==> src/rtl/uart_rx_fifo.sv <==
// uart_rx_fifo: oversampling 8-N-1 UART receiver with show-ahead byte FIFO (UART_RX_FIFO_EN selects FIFO vs single holding register)
module uart_rx_fifo #(
  parameter int FREQ_MHZ   = 12,
  parameter int BAUDS      = 115200,
  parameter int FIFO_DEPTH = 4
) (
  input  logic       clk,
  input  logic       reset_i,
  input  logic       rx_i,
  input  logic       rd_i,
  input  logic       clr_err_i,
  output logic [7:0] data_o,
  output logic       valid_o,
  output logic       frame_err_o,
  output logic       overrun_o
);
  localparam int CPB  = FREQ_MHZ * 1_000_000 / BAUDS;
  localparam int HALF = CPB / 2;
  localparam int CW   = $clog2(CPB);
  localparam logic [CW-1:0] C_LAST = CW'(CPB - 1);
  localparam logic [CW-1:0] C_MID  = CW'(HALF - 1);
  typedef enum logic [1:0] {IDLE, START, DATA, STOP} state_t;
  state_t state, state_n;
  logic [1:0] rx_q;
  logic rx_s;
  logic [CW-1:0] cnt, cnt_n;
  logic [2:0] idx, idx_n;
  logic [7:0] sh, sh_n;
  logic push, ferr, pop, wr, ovf;
  assign rx_s = rx_q[1];
  // two-flop synchroniser on the asynchronous line, idling high
  always_ff @(posedge clk)
    rx_q <= reset_i ? 2'b11 : {rx_q[0], rx_i};
  // receiver state, counters, shift register and frame-error pulse
  always_ff @(posedge clk) begin
    if (reset_i) begin
      state       <= IDLE;
      cnt         <= '0;
      idx         <= '0;
      sh          <= '0;
      frame_err_o <= 1'b0;
    end else begin
      state       <= state_n;
      cnt         <= cnt_n;
      idx         <= idx_n;
      sh          <= sh_n;
      frame_err_o <= ferr;
    end
  end
  // next-state: validate start at half bit, then sample each bit mid-cell
  always_comb begin
    state_n = state;
    cnt_n   = cnt;
    idx_n   = idx;
    sh_n    = sh;
    push    = 1'b0;
    ferr    = 1'b0;
    case (state)
      IDLE: if (!rx_s) begin
        state_n = START;
        cnt_n   = '0;
      end
      START: if (cnt == C_MID) begin
        state_n = rx_s ? IDLE : DATA;
        cnt_n   = '0;
        idx_n   = '0;
      end else cnt_n = cnt + 1'b1;
      DATA: if (cnt == C_LAST) begin
        sh_n    = {rx_s, sh[7:1]};
        cnt_n   = '0;
        idx_n   = idx + 3'd1;
        state_n = (idx == 3'd7) ? STOP : DATA;
      end else cnt_n = cnt + 1'b1;
      default: if (cnt == C_LAST) begin
        push    = rx_s;
        ferr    = !rx_s;
        cnt_n   = '0;
        state_n = IDLE;
      end else cnt_n = cnt + 1'b1;
    endcase
  end
`ifdef UART_RX_FIFO_EN
  localparam int AW = $clog2(FIFO_DEPTH);
  logic [7:0] mem [FIFO_DEPTH];
  logic [AW-1:0] wr_ptr, rd_ptr;
  logic [AW:0] count;
  logic full;
  assign full    = count == (AW+1)'(FIFO_DEPTH);
  assign valid_o = count != '0;
  assign pop     = rd_i && valid_o;
  assign wr      = push && (!full || pop);
  assign ovf     = push && full && !pop;
  assign data_o  = valid_o ? mem[rd_ptr] : 8'h00;
  // storage array; contents are qualified by count so it needs no reset
  always_ff @(posedge clk)
    if (wr) mem[wr_ptr] <= sh;
  // circular pointers and occupancy
  always_ff @(posedge clk) begin
    if (reset_i) begin
      wr_ptr <= '0;
      rd_ptr <= '0;
      count  <= '0;
    end else begin
      wr_ptr <= wr_ptr + AW'(wr);
      rd_ptr <= rd_ptr + AW'(pop);
      count  <= count + (AW+1)'(wr) - (AW+1)'(pop);
    end
  end
`else
  localparam int UNUSED_DEPTH = FIFO_DEPTH;
  logic [7:0] hold;
  logic full;
  assign valid_o = full;
  assign pop     = rd_i && full;
  assign wr      = push && (!full || pop);
  assign ovf     = push && full && !pop;
  assign data_o  = full ? hold : 8'h00;
  // single-entry holding register keeps the old byte on overrun
  always_ff @(posedge clk) begin
    if (reset_i) begin
      full <= 1'b0;
      hold <= '0;
    end else begin
      full <= wr || (full && !pop);
      hold <= wr ? sh : hold;
    end
  end
`endif
  // sticky overrun; a fresh overrun wins over a simultaneous clear
  always_ff @(posedge clk)
    overrun_o <= reset_i ? 1'b0 : (ovf || (overrun_o && !clr_err_i));
endmodule
==> config.mk <==
export PLATFORM = sky130hd
export DESIGN_NAME = uart_rx_fifo
export DESIGN_NICKNAME = d
export VERILOG_FILES = /design/src/rtl/uart_rx_fifo.sv
export SDC_FILE = /design/constraint.sdc
export NUM_CORES = 1
export LEC_CHECK = 0
export CAP_MARGIN = 40
export CORE_MARGIN = 2
export CORE_UTILIZATION = 59
export DETAILED_ROUTE_END_ITERATION = 10
export GPL_TIMING_DRIVEN = 0
export PLACE_DENSITY_LB_ADDON = 0.05
export REMOVE_ABC_BUFFERS = 1
export SETUP_SLACK_MARGIN = 0.3
export SLEW_MARGIN = 5
export SYNTH_ARGS = -nofsm -noshare
export SYNTH_HDL_FRONTEND = slang
export SYNTH_SLANG_ARGS = --single-unit
export TNS_END_PERCENT = 50
==> constraint.sdc <==
create_clock -name clk -period 5.21 [get_ports clk]
set_input_delay 1.3025 -clock clk [delete_from_list [all_inputs] [get_ports clk]]
set_output_delay 1.3025 -clock clk [all_outputs]
set_load 0.02 [all_outputs]
==> metrics.yaml <==
reg2reg_depth: 6
place_inst: 203
startpoint_type: "input port"
die_h_um: 55.6
seqCellArea_um2: 661
die_area_um2: 3090
syn_inst: 164
clk_latency_ns: 0.33
synthTopCellsByArea: "dfxtp_1, mux2i_1, ha_1"
leakagePower_nw: 0.716
status: "completed"
routed_wl_um: 3070
r2r_start: "cnt[0]"
synthToLayoutAreaGrowth_pct: 15.3
routedWlPerCell_um: 14.5
tightestPinTransition_ns: 0.890
power_density_nw_per_um2: 337
mostFrequentLayoutCells: "dfxtp_1, nor2_1, mux2i_1"
finClkSkew_ns: 0.00675
grt_use_met2: 0.332
multi_input_area_um2: 841
tritoncts: "yes"
fp-row-count: 18
worstReg2RegEnd: "hold[3]"
drive_above_1_share: 0.0994
post_cts.repair.setup_buffers: 0
portBuffers: 15
grt_usage: 0.217
fp.coreArea_um2: 2500
yosysUniqueCellTypes: 43
post-dp-hpwl_um: 2140
gp_routability_congestion: 0.835
holdBufCountCts: 0
num_vias: 1250
fin_nets: 192
cp_max_fo: 6
clkSinkCount: 33
synth_enable_flop_cells: 0
async_flop_share: 0
grt_overflow_total: 0
firstDrtPassIters: 4
min_delay_path_depth: 1
required_ns: 5.44
cts_buffers: 5
grt_pass1_wl_um: 5240
setup_ws_ns: 2.28
drt-initial-drc-count: 37
rsz0062_at_grt: "false"
tns_ns: 0
ys_seq_elements: 33
synth_area_leader_cell: "dfxtp_1"
antenna_found_initial: 0
die_w_um: 55.6
avgSynthCellArea_um2: 9.59
htree_levels: 2
arrival_ns: 3.16
clkTransAtPathRegs_ns: 0.10
route.detailed.drc: 0
use_met3: 0.0488
critPathCapture: "hold[3]"
grt_use_met1: 0.285
grt_max_degree: 20
final_max_slew_viol_count: 0
drv_cap: 0
synth_top_area_share: 0.420
synth-main-ff-cell: "dfxtp_1"
dpl_worst_slack_ns: 1.93
post_dp_cell_area_um2: 1730
slew_headroom: 0.405
num_antenna_cells: 0
fillCellCount: 196
top_usage_layer: "met2"
finalCritPeriodShare: 0.562
period_needed_ns: 2.93
io_pins: 16
peakVddDrop_v: 0.000270
hold_class: "flop to flop"
finalSetupViolations: 0
syn_area_um2: 1570
grt_pass1_vias: 1138
layout_commonest_cell: "dfxtp_1"
max_freq_ghz: 0.342
worst-r2r-setup-slack_ns: 2.82
vias_per_cell: 5.92
final_antenna_net_count: 0
hold_viol_final: 0
end_kind: "flop"
ys_seq_area_frac: 0.420
initial_core_util: 0.629
clk_path_buf_depth: 2
final_area_um2: 1810
ctsResizeCount: 0
yosys_warnings: 0
cts_root_buf: "clkbuf_4"
crit_type: "input port to flop"
setup.worst_path.start: "rd_i"
layout.cells.non_filler: 211
stage by stage:
step                hold slack (ns)  utilization  total power [mW]
floorplan                     0.389            -             0.376
global placement              0.399        0.681             0.405
detailed placement            0.409        0.691             0.412
CTS                           0.435        0.725             0.612
global route                  0.448        0.725             0.642
finish                        0.433        0.725             0.611
metal layers:
| layer | vias up | share of wire |
|---|---|---|
| met2 | 32 | 0.48 |
| met3 | 5 | 0.037 |
| met4 | 0 | 0.016 |
| met1 | 590 | 0.46 |
| met5 | - | 0 |
| li1 | 623 | - |
cell usage after synthesis (3+ instances only):
| cell | n |
|---|---|
| a21oi_1 | 11 |
| inv_1 | 5 |
| ha_1 | 7 |
| o21ai_0 | 5 |
| mux2i_1 | 17 |
| nand2_1 | 5 |
| xor2_1 | 3 |
| nor2_1 | 21 |
| nand4_1 | 4 |
| and2_1 | 8 |
| dfxtp_1 | 33 |
| nor3_1 | 3 |
| clkbuf_1 | 3 |
final cells by class:
| cell class | instances | share of cell area |
|---|---|---|
| Clock buffer | 7 | 0.0304 |
| Clock inverter | 1 | 0.0166 |
| Inverter | 5 | 0.0104 |
| Multi-Input combinational cell | 118 | 0.464 |
| Sequential cell | 33 | 0.364 |
| Tap cell | 30 | 0.0207 |
| Timing Repair Buffer | 17 | 0.0939 |
sequential cells by signal, summed over array words and instances (netlist names):
signal / flops
cnt: 7
frame_err_o: 1
hold: 8
idx: 3
overrun_o: 1
rx_q: 2
sh: 8
state: 2
valid_o: 1
critical path, stage by stage:
cell and delay [ns]:
clkdlybuf4s50_1 0.45, nand2b_1 0.13, nor4b_2 0.74, buf_2 0.30, mux2i_1 0.19, nor2_1 0.05
power by group:
part           internal (mW)  leakage [nW]  switching [mW]
logic                 0.0543         0.404          0.0845
clock network          0.115        0.0455          0.0851
registers              0.261         0.266          0.0111
total                  0.430         0.716           0.181
worst min path at each step:
stage | start | endpoint | slack (ns)
3_3_place_gp | rx_q[0] | rx_q[1] | 0.40
6_report | rx_q[0] | rx_q[1] | 0.43
2_1_floorplan | rx_q[0] | rx_q[1] | 0.39
5_1_grt | rx_q[0] | rx_q[1] | 0.45
3_5_place_dp | rx_q[0] | rx_q[1] | 0.41
4_1_cts | rx_q[0] | rx_q[1] | 0.43
kinds of logic after synthesis:
group | share of synthesized area
adder cells (fa/ha/maj) | 0.0557
multiplexers | 0.108
XOR/XNOR | 0.0167
buffers and inverters | 0.0493
AO/OA/AOI/OAI | 0.126
AND/OR/NAND/NOR | 0.224
flip-flops | 0.420
No activity file was read; power rests on OpenSTA's default activity.
